`config.mk`:
```
export PLATFORM = sky130hd
export DESIGN_NAME = whack_judge
export DESIGN_NICKNAME = d
export VERILOG_FILES = /design/src/rtl/whack_judge.sv
export SDC_FILE = /design/constraint.sdc
export NUM_CORES = 1
export LEC_CHECK = 0
export ABC_AREA = 1
export ABC_CLOCK_PERIOD_IN_PS = 4100
export CAP_MARGIN = 20
export CORE_MARGIN = 2
export CORE_UTILIZATION = 50
export DETAILED_ROUTE_END_ITERATION = 8
export DONT_BUFFER_PORTS = 1
export MAX_ROUTING_LAYER = met4
export PLACE_DENSITY = 0.76
export SLEW_MARGIN = 40
export SYNTH_ARGS = -nofsm -noshare
export SYNTH_HDL_FRONTEND = slang
export SYNTH_SLANG_ARGS = --single-unit
```
`constraint.sdc`:
```
create_clock -name clk -period 4.1 [get_ports clk]
set_input_delay 0.205 -clock clk [delete_from_list [all_inputs] [get_ports clk]]
set_output_delay 0.205 -clock clk [all_outputs]
set_load 0.05 [all_outputs]
```
`src/rtl/whack_judge.sv`:
```
// rtl/whack_judge.sv - judges keypad presses against light-flick windows and keeps score
module whack_judge #(
  parameter int N_LIGHTS = 9,
  parameter int CNT_W    = 6
) (
  input  logic                clk,
  input  logic                reset,
  input  logic                start,
  input  logic [CNT_W-1:0]    total_points,
  input  logic                deathmatch,
  input  logic [N_LIGHTS-1:0] lights,
  input  logic                key_valid,
  input  logic [3:0]          key_code,
  output logic [CNT_W-1:0]    hits,
  output logic [CNT_W-1:0]    misses,
  output logic [CNT_W-1:0]    flicks,
  output logic                hit_pulse,
  output logic                miss_pulse,
  output logic                playing,
  output logic                game_over
);

  localparam logic [2:0] S_IDLE   = 3'd0;
  localparam logic [2:0] S_ARMED  = 3'd1;
  localparam logic [2:0] S_WINDOW = 3'd2;
  localparam logic [2:0] S_JUDGED = 3'd3;
  localparam logic [2:0] S_DONE   = 3'd4;

  localparam logic [CNT_W-1:0] CNT_MAX = '1;

  logic [2:0]       state_q, state_d;
  logic [3:0]       cur_idx_q, cur_idx_d;
  logic [CNT_W-1:0] hits_q, hits_d;
  logic [CNT_W-1:0] misses_q, misses_d;
  logic [CNT_W-1:0] flicks_q, flicks_d;
  logic [CNT_W-1:0] tot_q, tot_d;
  logic             dm_q, dm_d;
  logic             hit_pulse_q, hit_pulse_d;
  logic             miss_pulse_q, miss_pulse_d;

  logic       lit;
  logic [3:0] lit_idx;
  logic       key_ok;
  logic       moved;
  logic       is_hit, is_miss, close;

  // Zero or multiple bits set are both treated as dark
  always_comb begin
    lit     = (lights != '0) && ((lights & (lights - N_LIGHTS'(1))) == '0);
    lit_idx = 4'd0;
    for (int i = 0; i < N_LIGHTS; i++) begin
      if (lights[i]) lit_idx = 4'(i);
    end
    key_ok = key_valid && (32'(key_code) < N_LIGHTS);
    moved  = !lit || (lit_idx != cur_idx_q);
  end

  always_comb begin
    state_d      = state_q;
    cur_idx_d    = cur_idx_q;
    hits_d       = hits_q;
    misses_d     = misses_q;
    flicks_d     = flicks_q;
    tot_d        = tot_q;
    dm_d         = dm_q;
    hit_pulse_d  = 1'b0;
    miss_pulse_d = 1'b0;
    is_hit       = 1'b0;
    is_miss      = 1'b0;
    close        = 1'b0;

    case (state_q)
      S_ARMED: begin
        if (lit) begin
          state_d   = S_WINDOW;
          cur_idx_d = lit_idx;
        end
      end
      S_WINDOW: begin
        // A key is judged against the registered index even if the light moves this cycle
        if (key_ok) begin
          if (key_code == cur_idx_q) is_hit = 1'b1;
          else                       is_miss = 1'b1;
        end else if (moved) begin
          is_miss = 1'b1;
        end
        close = moved || (is_miss && dm_q);
        if (!close && (is_hit || is_miss)) state_d = S_JUDGED;
      end
      S_JUDGED: begin
        close = moved;
      end
      default: ;
    endcase

    if (is_hit) begin
      hits_d      = (hits_q == CNT_MAX) ? CNT_MAX : hits_q + 1'b1;
      hit_pulse_d = 1'b1;
    end
    if (is_miss) begin
      misses_d     = (misses_q == CNT_MAX) ? CNT_MAX : misses_q + 1'b1;
      miss_pulse_d = 1'b1;
    end

    if (close) begin
      flicks_d = (flicks_q == CNT_MAX) ? CNT_MAX : flicks_q + 1'b1;
      if ((({1'b0, flicks_q} + 1'b1) == {1'b0, tot_q}) || (is_miss && dm_q)) begin
        state_d = S_DONE;
      end else if (lit && (lit_idx != cur_idx_q)) begin
        state_d   = S_WINDOW;
        cur_idx_d = lit_idx;
      end else begin
        state_d = S_ARMED;
      end
    end

    if (start) begin
      state_d      = (total_points == '0) ? S_DONE : S_ARMED;
      cur_idx_d    = 4'd0;
      hits_d       = '0;
      misses_d     = '0;
      flicks_d     = '0;
      tot_d        = total_points;
      dm_d         = deathmatch;
      hit_pulse_d  = 1'b0;
      miss_pulse_d = 1'b0;
    end
  end

  always_ff @(posedge clk or negedge reset) begin
    if (!reset) begin
      state_q      <= S_IDLE;
      cur_idx_q    <= 4'd0;
      hits_q       <= '0;
      misses_q     <= '0;
      flicks_q     <= '0;
      tot_q        <= '0;
      dm_q         <= 1'b0;
      hit_pulse_q  <= 1'b0;
      miss_pulse_q <= 1'b0;
    end else begin
      state_q      <= state_d;
      cur_idx_q    <= cur_idx_d;
      hits_q       <= hits_d;
      misses_q     <= misses_d;
      flicks_q     <= flicks_d;
      tot_q        <= tot_d;
      dm_q         <= dm_d;
      hit_pulse_q  <= hit_pulse_d;
      miss_pulse_q <= miss_pulse_d;
    end
  end

  assign hits       = hits_q;
  assign misses     = misses_q;
  assign flicks     = flicks_q;
  assign hit_pulse  = hit_pulse_q;
  assign miss_pulse = miss_pulse_q;
  assign playing    = (state_q == S_ARMED) || (state_q == S_WINDOW) || (state_q == S_JUDGED);
  assign game_over  = (state_q == S_DONE);

endmodule

```
==> run summary, run 1 <==
In this run the vertical extent of the chip is 72.6 um. The clock net sink count is 34. The die outline width is 72.6 um. The number of antenna violations at the first check in global routing was 0. The number of buffers between clock root and the deepest sink is 2. Setup repair after global routing left no endpoint under its margin.

In this run the tightest slew margin relative to its limit is 41.3%. The number of failing hold endpoints at the final stage came out at 0. The worst slack at placement is 1.80 ns. The later-pin clock latency in the skew report is 0.29 ns. By count the netlist is led by 110 x sky130_fd_sc_hd__nand2_1, 34 x sky130_fd_sc_hd__dfrtp_1, 34 x sky130_fd_sc_hd__inv_1. The worst-case IR drop observed on VDD is 0.000213 V. TritonCTS built the clock tree.

The core region area is 4440 um^2. Summed over all instances, the cell type with the most area after synthesis is sky130_fd_sc_hd__dfrtp_1. The synthesized instance count is 331.

The count of yosys warnings during synthesis is 0. The most used flip-flop cell after synthesis is sky130_fd_sc_hd__dfrtp_1. After legalization and detailed placement, the total HPWL measured 3780 um. Summing the sequential cell areas from Yosys gives 36.2% of the chip area. Clock skew on the completed layout was measured at 0.00382 ns. The combined area of all synthesized cells came out at 2350 um^2. For this design the static power due to leakage is 0.00122 uW.

The effective utilization at floorplan came out at between 50% and 60%. The slew of the pin with the lowest slew margin is roughly 0.9 ns. The wire length of the first global-routing pass is 8580 um. The count of unresolved DRC violations after routing is 0. The net count of the mapped netlist is 358. The routed layout has 2104 vias.

The antenna cell count is 0. The run finished with clean final reports. The number of buffers inserted by port buffering is 0. Counting flops with a built-in enable in the synthesized netlist gives 0.

Cells with a size suffix above 1 make up 13.0% of the layout. The setup path with the least slack is of type reg2reg. Dividing the detail-routed wire length by the instance count gives around 13 um. Dividing the detail-routed via count by the number of cells gives 5.38. The fraction of registers with async set/reset is 100%. Across every metal layer, demand over resource in global routing totals between 20 and 25%. The floorplan has 24 rows. The critical path goes through ha_1 > xnor2_1 > xor2_1 > nand4_1 > nor2_1 > nand3_2 > nand2_4 > nand2_1 > nand2_1 > nand2_1 > nand2_1 > nor2_1. The power per unit of standard cell area is 285 nW/um^2. The most common cell in the synthesized netlist is sky130_fd_sc_hd__nand2_1. The post-synthesis cell type count is 36. The largest fanout of any net on the critical path is 6. The largest net degree at the start of global routing came out at 35. The total of flip-flops plus latches after synthesis came out at 34. The smallest clock period supported by the final layout is computed as 2.33 ns. The worst hold-check path type is in2reg.

The synthesized design devotes to its leading area cell type 36.2% of total area. The data required time of the critical path is 4.27 ns. The total overflow left after global routing is 0.

The detailed-routing iteration count for the pre-antenna-repair pass is 4. Counting stages on the worst path, the most repeated cell is sky130_fd_sc_hd__nand2_1. STA classifies the critical path startpoint as a flip-flop.

The final weighted congestion in routability-driven placement came out at between 0.9 and 1. The synthesized area per cell came out at slightly above 7 um^2. CTS placed an instance of sky130_fd_sc_hd__clkbuf_8 at the clock tree root.

The register clock-pin slew on the reported worst setup and hold paths is ~0.070 ns. For the final routed database, the setup TNS stands at 0 ns. The final number of setup-violating endpoints is 0. The top achievable clock speed is roughly 0.43 GHz. The number of global-route vias before repair came out at 1923. For this block, the initial DRC count from the detailed router was 125. On the worst path, the slowest cell contributes a delay of 0.61 ns. During I/O placement, the number of pins put on the boundary was 46. The number of max-capacitance violations reported is 0. The worst setup slack after layout is 1.77 ns.

The number of nets in the layout came out at 365. By area the synthesized netlist is led by sky130_fd_sc_hd__dfrtp_1 36%, sky130_fd_sc_hd__nand2_1 18%, sky130_fd_sc_hd__inv_1 5.4%. The worst path uses between 50% and 60% of the clock period.

The total chip power came out at around 720 uW. STA puts the critical path data arrival time at 2.50 ns. The cell with the biggest individual delay on the critical path is sky130_fd_sc_hd__dfrtp_1. The relative area change from synthesis to final layout came out at 7.77%. The clock buffer count from CTS is 5. The worst setup path is captured at a flip-flop. The detail route stage leaves a number of antenna-violating nets equal to 0. The total count of max-transition violations in the final report came out at 0. The full die area came out at about 5300 um^2.

The H-tree depth is 2. The total detailed-routing wirelength is 5050 um.
## final timing paths
path	from	end	slack, ns	depth (start not counted)
worst min register to register	tot_q[2]$_DFFE_PN0P_	tot_q[2]$_DFFE_PN0P_	0.50	2
max in group asynchronous	reset	hits[3]$_DFFE_PN0P_	3.55	2
worst max-delay path	flicks[0]$_DFFE_PN0P_	cur_idx_q[0]$_DFF_PN0_	1.77	12
min in group asynchronous	reset	state_q[0]$_DFFE_PN0P_	0.36	2
worst max register to register	flicks[0]$_DFFE_PN0P_	cur_idx_q[0]$_DFF_PN0_	1.77	12
worst min-delay path	start	tot_q[3]$_DFFE_PN0P_	0.02	1
## final cells by class
class	count	area (um^2)
Inverter	39	148
Fill cell	430	1910
Multi-Input combinational cell	255	1340
Clock buffer	7	86.3
Clock inverter	1	5.00
Tap cell	52	65.1
Sequential cell	34	851
Timing Repair Buffer	3	40.0
## cells in the final DEF (no fill, tap or decap), types with 4 or more instances in the layout
cell type                  synthesis  routed
sky130_fd_sc_hd__a21oi_1           8       7
sky130_fd_sc_hd__clkbuf_8          0       6
sky130_fd_sc_hd__dfrtp_1          34      34
sky130_fd_sc_hd__inv_1            34      34
sky130_fd_sc_hd__nand2_1         110     110
sky130_fd_sc_hd__nand2_2           8       8
sky130_fd_sc_hd__nand3_1          24      24
sky130_fd_sc_hd__nand4_1           5       5
sky130_fd_sc_hd__nor2_1           21      21
sky130_fd_sc_hd__nor2_2            5       5
sky130_fd_sc_hd__nor2_4            4       4
sky130_fd_sc_hd__o21ai_0          17      17
sky130_fd_sc_hd__o21ai_1           7       7
sky130_fd_sc_hd__o21ai_2           4       4
sky130_fd_sc_hd__o22ai_1           5       5
sky130_fd_sc_hd__xnor2_1           5       5
sky130_fd_sc_hd__xor2_1            9       9
## cells by family (layout without fill, tap and decap cells)
kind of cell | after synthesis | after routing | share of synthesized area, %
AOI/OAI and AO/OA | 44 | 44 | 10.6
xor gates and xnor gates | 14 | 14 | 5.21
adders and majority gates | 3 | 3 | 1.60
buffers and inverters | 42 | 50 | 7.23
DFF | 34 | 34 | 36.2
and+or+nand+nor | 194 | 194 | 39.1
## what timing repair did
| action | in CTS | in global routing |
|---|---|---|
| hold endpoints to repair | 39 | 0 |
| hold buffers | 3 | 0 |
| gates resized for setup | 0 | 0 |
| buffers inserted | 0 | 0 |
## where the power goes
group	switching, uW	total [uW]	leakage, uW	internal, uW
logic	64.9	105	0.000716	40.1
registers	13.5	360	0.000458	346
clock network	122	257	0.0000482	135
total	200	722	0.00122	522
## critical path: cells and delay by family (launching register included)
family / cells / cell delay, ns
adders and majority gates: 1 / 0.34
and+or+nand+nor: 9 / 0.84
DFF: 1 / 0.61
xor gates and xnor gates: 2 / 0.42
## state kept, by name (all words and copies together) (netlist names)
name	count
cur_idx_q	4
misses	6
dm_q	1
tot_q	6
hits	6
flicks	6
miss_pulse	1
hit_pulse	1
state_q	3
## metal layers
layer  GRT usage [%]  wire length [um]
met1            29.5              2330
met2            30.8              2310
met3            6.08               361
met4            7.61                52
met5               -                 0
## per-stage QoR
stage	utilization, %	instances	hold slack (ns)	area (um^2)
global placement	53.9	380	-0.0900	2390
detailed placement	54.0	380	-0.0899	2400
floorplan	-	331	-0.0906	2350
finish	57.0	391	0.0199	2530
global route	57.0	391	0.0101	2530
CTS	56.9	391	0.00730	2530
(Power assumes the default switching activity.)
==> inputs of run 2 (changes only) <==
- ABC_CLOCK_PERIOD_IN_PS: 4100 -> 2150
- clock period: 4.1 -> 2.15 ns (I/O delays scaled with it)
==> run 2 against run 1 <==
Effect of this change: register-to-register slack got worse by 1.6 ns; sequential share of layout area fell by 2.8 points; core utilization rose by 5.1 points; critical endpoint is now cur_idx_q[3]$_DFF_PN0_; largest cell class unchanged; cell area rose by 8.9%; first-iteration DRC count rose by 37%; fmax rose by 16%; largest power group unchanged; worst hold slack improved by 0.032 ns.
==> run summary, run 2 (synthesized netlist as in run 1, its figures left out) <==
The global routing stage identified its most utilized layer as met2. The core region area came to 4440 um^2 (unchanged). The critical path capture point is cur_idx_q[3]$_DFF_PN0_. The depth of the worst register-to-register path is 11 (-1).

The H-tree depth came out at 2 (unchanged). The height of the chip was 72.6 um (unchanged). The largest fanout of any net on the critical path is 6 (unchanged). The number of nets in the layout was 394 (+7.9%).

The relative slew slack is 61.7% (+20 points). The worst setup path is launched from a flip-flop. The clock tree from TritonCTS is built. The number of routed nets with antenna violations is 0 (unchanged).

The count of unresolved DRC violations after routing was 0 (unchanged). The clock root buffer master is sky130_fd_sc_hd__clkbuf_8. The final number of setup-violating endpoints came out at 0 (unchanged). The number of buffers inserted by port buffering is 0 (unchanged).

The count of routing violations after the opening detailed-route iteration came out at 171 (+37%). The flow ran to the end, and the final reports show no timing, DRC or antenna violations. The antenna cell count is 0 (unchanged). The number of antenna violations at the first check in global routing came to 0 (unchanged). The via-per-instance ratio is 5.30 (-1.4%). The wire length of the first global-routing pass is 9410 um (+9.6%).

The clock network power share is 32.6% (-3.0 points). The placed wire-length estimate after detailed placement came out at 4050 um (+7.0%). The number of buffers between clock root and the deepest sink is 2 (unchanged). The total detailed-routing wirelength came out at 5480 um (+8.5%).

The share of cells above drive strength 1 is 18.0% (+5.0 points). The clock net sink count is 34 (unchanged). The register clock-pin slew on the reported worst setup and hold paths came to 0.07 ns (about the same). The element type at the critical path end is a flip-flop.

The clock buffer count from CTS came out at 5 (unchanged). The worst register-to-register path begins at flicks[2]$_DFFE_PN0P_. The worst hold-check path type is in2reg. The relative area change from synthesis to final layout came out at 17.4%. The later-pin clock latency in the skew report is 0.28 ns (about the same).

The switching share of power is 28.1% (+0.40 points). The full die area came out at 5270 um^2 (unchanged). The fraction of power consumed by sequential logic is 50.9% (+1.1 points). The post-route fraction of the period consumed by the critical path came to 93.0% (+36 points). The average routed wire per standard cell is 13.1 um (+1.3%).

The classification of the worst setup path is reg2reg. The launch point of the critical path is flicks[2]$_DFFE_PN0P_. The final core utilization came out at 62.1% (+5.1 points). The final period demand of the worst path is 2.00 ns (-0.328 ns). The overall fraction of global-route tracks in use was 23.2% (+1.6 points).

The total negative slack came out at 0 ns (unchanged). The via count is 2222 (+5.6%). The row count came out at 24 (unchanged). The overall overflow remaining after global route is 0 (unchanged). The top-level I/O count was 46 (unchanged). The detailed-routing iteration count for the pre-antenna-repair pass came out at 4 (unchanged). The power per unit of standard cell area is 488 nW/um^2 (+71%). The combinational fraction of design power came to 16.5% (+2.0 points). The data required time of the critical path came to 2.30 ns (-1.97 ns). The largest net degree at the start of global routing is 35 (unchanged). The slew of the pin with the lowest slew margin came out at 0.570 ns (-0.308 ns). The effective utilization at floorplan came out at 52.9% (unchanged). In this run the critical register-to-register path is captured at cur_idx_q[3]$_DFF_PN0_. The maximum ir drop on the vdd rail came out at 0.000425 V (+99%). The most common library cell in the layout ignoring fill and taps is sky130_fd_sc_hd__nand2_1.

The top achievable clock speed is 0.500 GHz (+16%). The number of max-capacitance violations reported came out at 0 (unchanged). The static leakage power is 0.00136 uW (+11%). The number of failing hold endpoints at the final stage came to 0 (unchanged). The endpoint arrival time on the critical path is 2.15 ns (-0.35 ns). The number of global-route vias before repair is 2162 (+12%). The met2 usage in global routing is 35.7% (+4.8 points). The die outline width is 72.6 um (unchanged). The register-to-register setup slack is 0.15 ns (-1.62 ns).

The final clock skew came out at 0.00496 ns (+0.00114 ns). The met1 routing resource usage after global routing is 31.2% (+1.7 points). The top cell types in the final layout, fill and taps aside, are 110 x sky130_fd_sc_hd__nand2_1, 34 x sky130_fd_sc_hd__inv_1, 34 x sky130_fd_sc_hd__dfrtp_1. The cell-internal power came out at 968 uW (+85%). The met3 layer usage reported by global route is 5.52% (-0.55 points). The power dissipated by switching net loads was 379 uW (+89%).

The total count of max-transition violations in the final report came out at 0 (unchanged). The final weighted congestion in routability-driven placement was 0.886 (-1.9%).
run 2: timing repair:
| action | 4_1_cts | 5_1_grt |
|---|---|---|
| setup buffers | 0 | 1 |
| gates resized for setup | 0 | 2 |
| endpoints found under the setup margin | 0 | 5 |
| hold endpoints to repair | 47 | 0 |
| hold buffers | 10 | 0 |
run 2: worst min-delay path by stage:
stage,from,end,depth (start not counted)
after floorplan,reset,cur_idx_q[0]$_DFF_PN0_,0
after global placement,reset,flicks[3]$_DFFE_PN0P_,0
after detailed placement,reset,flicks[4]$_DFFE_PN0P_,0
after CTS,start,dm_q$_DFFE_PN0P_,3
after global routing,start,dm_q$_DFFE_PN0P_,3
final,start,dm_q$_DFFE_PN0P_,3
run 2: critical path: stages, from the launching register on:
cell and delay, ns:
sky130_fd_sc_hd__dfrtp_1 0.47, sky130_fd_sc_hd__nand3_1 0.18, sky130_fd_sc_hd__nor3_2 0.15, sky130_fd_sc_hd__xor2_1 0.27, sky130_fd_sc_hd__xor2_1 0.22, sky130_fd_sc_hd__nand3_2 0.18, sky130_fd_sc_hd__nand2_4 0.14, sky130_fd_sc_hd__nand2_1 0.06
sky130_fd_sc_hd__nand2_1 0.06, sky130_fd_sc_hd__nand2_1 0.04, sky130_fd_sc_hd__nand2_1 0.05, sky130_fd_sc_hd__nor2_1 0.04
run 2: per-stage QoR:
step	hold WS, ns	worst slack [ns]	std cells	area (um^2)	total power [uW]
finish	0.0515	0.150	419	2760	1350
CTS	0.0438	0.150	418	2740	1360
detailed placement	-0.187	0.196	401	2550	884
floorplan	-0.188	0.0689	331	2350	848
global route	0.0891	-0.00576	419	2760	1430
global placement	-0.187	0.303	401	2550	880
run 2: power groups by stage:
| stage | Clock (uW) | Combinational [uW] | Sequential, uW |
|---|---|---|---|
| after floorplan | 0 | 156 | 691 |
| after global placement | 0 | 183 | 697 |
| after detailed placement | 0 | 187 | 698 |
| after CTS | 451 | 222 | 685 |
| after global routing | 486 | 254 | 689 |
| final | 439 | 222 | 686 |
run 2: per-layer routing:
metal  vias to the layer above  share of wire (%)
met4                         0               0.80
met2                        53                 48
met3                         5                4.9
met5                         -                  0
li1                       1139                  -
met1                      1025                 46
run 2: cell type report:
class / instances / area [um^2]
Inverter: 39 / 148
Tap cell: 52 / 65.1
Clock inverter: 2 / 10.0
Multi-Input combinational cell: 255 / 1340
Timing Repair Buffer: 32 / 275
Sequential cell: 34 / 851
Clock buffer: 5 / 68.8
Fill cell: 400 / 1680
==> inputs of run 3 (changes only) <==
- ABC_AREA: 1 -> not set
- PLACE_DENSITY: 0.76 -> not set
- PLACE_DENSITY_LB_ADDON: not set -> 0.25
==> run 3 against run 2 <==
Effect of this change: clock power up 40%; synthesized cell count fell by 29%; global-route usage increased by 0.69 points; cell area increased by 5.1%; wire length fell by 0.49%; critical endpoint is now cur_idx_q[1]$_DFF_PN0_; largest cell class unchanged; largest power group unchanged.
==> run summary, run 3 <==
The register clock-pin slew on the reported worst setup and hold paths came out at 0.07 ns (about the same). The static leakage power came out at 0.00125 uW (-7.8%). The number of flops mapped to enable cells by yosys is 0 (unchanged). The top-level I/O count is 46 (unchanged). The post-synthesis cell type count came out at 55 (+53%).

The effective utilization at floorplan is 53.0% (about the same). Ranked by instance count, the synthesized netlist is headed by 34 x sky130_fd_sc_hd__dfrtp_1, 23 x sky130_fd_sc_hd__nor2_1, 16 x sky130_fd_sc_hd__a21oi_1. The endpoint arrival time on the critical path came to 2.34 ns (+0.19 ns). The number of global-route vias before repair is 2092 (-3.2%). Sorting the synthesized cells by area gives the leading types as sky130_fd_sc_hd__dfrtp_1 39%, sky130_fd_sc_hd__nor2_1 4.0%, sky130_fd_sc_hd__a21oi_1 3.7%.

The post-route fraction of the period consumed by the critical path was 99.2% (+6.2 points). The clock net sink count is 34 (unchanged). The combined area of all synthesized cells is 2160 um^2 (-8.0%). The wire length of the first global-routing pass came out at 9200 um (-2.2%).

The synthesized instance count is 234 (-29%). The total of flip-flops plus latches after synthesis came out at 34 (unchanged). The final period demand of the worst path came out at 2.13 ns (+0.133 ns). The die outline width came out at 69.8 um (-3.9%).

The count of yosys warnings during synthesis is 0 (unchanged). The library cell used most frequently in the layout, excluding fill and tap cells, is sky130_fd_sc_hd__buf_4. The placed wire-length estimate after detailed placement came out at 3670 um (-9.3%). The height of the chip is 69.8 um (-3.9%).

The row count came to 23 (-4.2%). The relative slew slack is 45.4% (-16 points). The final number of setup-violating endpoints came out at 0 (unchanged). The number of routed nets with antenna violations is 0 (unchanged). The final clock skew came out at 0.00747 ns (+0.00252 ns). The number of antenna violations at the first check in global routing is 0 (unchanged).

The worst setup path is of the reg2reg kind. The number of failing hold endpoints at the final stage came out at 0 (unchanged). The total chip power came out at 1490 uW (+10%). The clock tree from TritonCTS is built.

The top achievable clock speed came out at 0.469 GHz (-6.2%). The number of max-capacitance violations reported came to 0 (unchanged). In this run the worst hold path is classified as in2reg. The overall overflow remaining after global route came to 0 (unchanged).

The dominant cell type by area after synthesis is sky130_fd_sc_hd__dfrtp_1. The most used standard cell by instance count after synthesis is sky130_fd_sc_hd__dfrtp_1. The final-layout fill cell count was 321 (-20%). The fraction of post-synthesis cell area in the top cell type by area is 39.3% (+3.1 points). The final weighted congestion in routability-driven placement came out at 0.840 (-5.2%). STA classifies the critical path endpoint as a flip-flop. The slew of the pin with the lowest slew margin came out at 0.816 ns (+0.247 ns). The worst setup slack after layout came to 0.0169 ns (-0.133 ns). The synthesized area per cell came out at 9.25 um^2 (+30%). The net count of the mapped netlist is 261 (-27%). The H-tree depth is 2 (unchanged). The count of unresolved DRC violations after routing came out at 0 (unchanged). The via count is 2057 (-7.4%). The post-route met1 wirelength came out at 2400 um (-4.4%). Leaving out fill and tap cells, the most frequent cells in the layout are 41 x sky130_fd_sc_hd__buf_4, 30 x sky130_fd_sc_hd__dfrtp_1, 23 x sky130_fd_sc_hd__nor2_1.

STA classifies the critical path startpoint as a flip-flop. The data required time of the critical path came out at 2.36 ns (+0.06 ns). The clock root buffer master is sky130_fd_sc_hd__clkbuf_8. The number of buffers inserted by port buffering was 0 (unchanged). The detailed-routed wire length on met2 came to 2610 um (-1.8%). The largest fanout of any net on the critical path is 4 (-2).

The average routed wire per standard cell came out at 16.0 um (+22%). The antenna cell count was 0 (unchanged). The core region area was 4090 um^2 (-8.1%). The number of nets in the layout is 319 (-19%). The highest metal layer carrying signal wires in the routed design is met4. The number of buffers between clock root and the deepest sink came out at 2 (unchanged). The worst slack at placement came out at -0.0319 ns (-0.227 ns). The total detailed-routing wirelength was 5460 um (-0.49%). The maximum ir drop on the vdd rail is 0.000413 V (-2.8%). The later-pin clock latency in the skew report came out at 0.29 ns (about the same). The total length of routed met3 wires is 353 um (+31%). The total count of max-transition violations in the final report came out at 0 (unchanged). The overall fraction of global-route tracks in use is 23.9% (+0.69 points). The most used flip-flop cell after synthesis is sky130_fd_sc_hd__dfrtp_1. The via-per-instance ratio is 6.01 (+13%). The area growth from synthesis to layout is 34.0%. The total negative slack came to 0 ns (unchanged). The power per unit of standard cell area is 512 nW/um^2 (+5.0%). The run finished with clean final reports. The share of cells above drive strength 1 is 27.4% (+9.4 points).

The fraction of registers with async set/reset is 100% (unchanged). The detailed-routing iteration count for the pre-antenna-repair pass is 4 (unchanged). The count of routing violations after the opening detailed-route iteration is 95 (-44%). The largest net degree at the start of global routing came out at 35 (unchanged).

The full die area came out at 4870 um^2 (-7.6%). The clock buffer count from CTS is 5 (unchanged). Setup repair after global routing could not meet its margin everywhere. The part of the Yosys area used for sequential elements came to 39.3% (+3.1 points).
[run 3: changes by cell type after synthesis, moves of 6 or more]
cell                      previous run  this run
sky130_fd_sc_hd__o21ai_0            17        10
sky130_fd_sc_hd__and3_1              0         8
sky130_fd_sc_hd__xor2_1              9         3
sky130_fd_sc_hd__mux2_2              0         6
sky130_fd_sc_hd__nand3_1            24        12
sky130_fd_sc_hd__o21ai_1             7         1
sky130_fd_sc_hd__a21oi_1             8        16
sky130_fd_sc_hd__nand2_1           110        11
sky130_fd_sc_hd__inv_1              34         5
sky130_fd_sc_hd__nor3_1              3        13
sky130_fd_sc_hd__nand2_2             8         0
[run 3: final cells by class]
type                       instances  area (um^2)  share of cell area (%)
clock buffer                       6         82.6                    2.85
clock inverter                     1         30.0                    1.03
sequential                        34          856                    29.5
timing repair buffer              61          520                    17.9
multi-input combinational        184         1330                    45.8
inverter                           6         22.5                   0.776
tap                               50         62.6                    2.16
[run 3: cell families after synthesis]
group,share of synthesized area (%)
adder cells (fa/ha/maj),2.20
AO/OA/AOI/OAI,19.0
AND/OR/NAND/NOR,25.3
flip-flops,39.3
multiplexers,5.03
XOR/XNOR,5.90
buffers and inverters,3.35
[run 3: timing repair]
action,4_1_cts,5_1_grt
hold buffers,18,0
pin swaps,5,3
setup buffers,3,2
gates cloned,0,1
endpoints found under the hold margin,61,0
endpoints found under the setup margin,2,19
resized for setup,1,15
[run 3: routing by layer]
layer	vias up	global-route usage, %
li1	986	-
met1	982	30.4
met2	78	37.1
met3	11	4.80
met4	0	10.0
met5	-	-
[run 3: critical path: stages (launching register included)]
cell	delay, ns
sky130_fd_sc_hd__dfrtp_1	0.42
sky130_fd_sc_hd__xnor2_1	0.15
sky130_fd_sc_hd__nand4_1	0.13
sky130_fd_sc_hd__or2_4	0.26
sky130_fd_sc_hd__a31o_4	0.24
sky130_fd_sc_hd__o31a_1	0.29
sky130_fd_sc_hd__or4_1	0.40
sky130_fd_sc_hd__a21oi_1	0.15
[run 3: final timing paths]
check / from / end / slack (ns) / cells past startpoint
max: cur_idx_q[1]$_DFF_PN0_ / cur_idx_q[1]$_DFF_PN0_ / 0.02 / 7
min: start / state_q[2]$_DFFE_PN0P_ / 0.03 / 2
max reg2reg: cur_idx_q[1]$_DFF_PN0_ / cur_idx_q[1]$_DFF_PN0_ / 0.02 / 7
min reg2reg: state_q[1]$_DFFE_PN0P_ / state_q[1]$_DFFE_PN0P_ / 0.60 / 2
max in group asynchronous: reset / flicks[2]$_DFFE_PN0P_ / 1.69 / 2
min in group asynchronous: reset / hits[2]$_DFFE_PN0P_ / 0.26 / 2
[run 3: per-stage QoR]
step                hold slack [ns]  util, %  instances  instance area [um^2]
global placement             -0.187     61.0        311                  2490
CTS                          0.0322     69.0        339                  2820
floorplan                    -0.188        -        234                  2210
finish                       0.0308     71.0        342                  2900
global route                 0.0528     71.0        342                  2900
detailed placement           -0.187     61.0        311                  2490
[run 3: power by group]
group          switching (uW)  internal, uW  total [uW]
clock network             243           371         614
logic                    96.6           103         199
registers                16.7           657         673
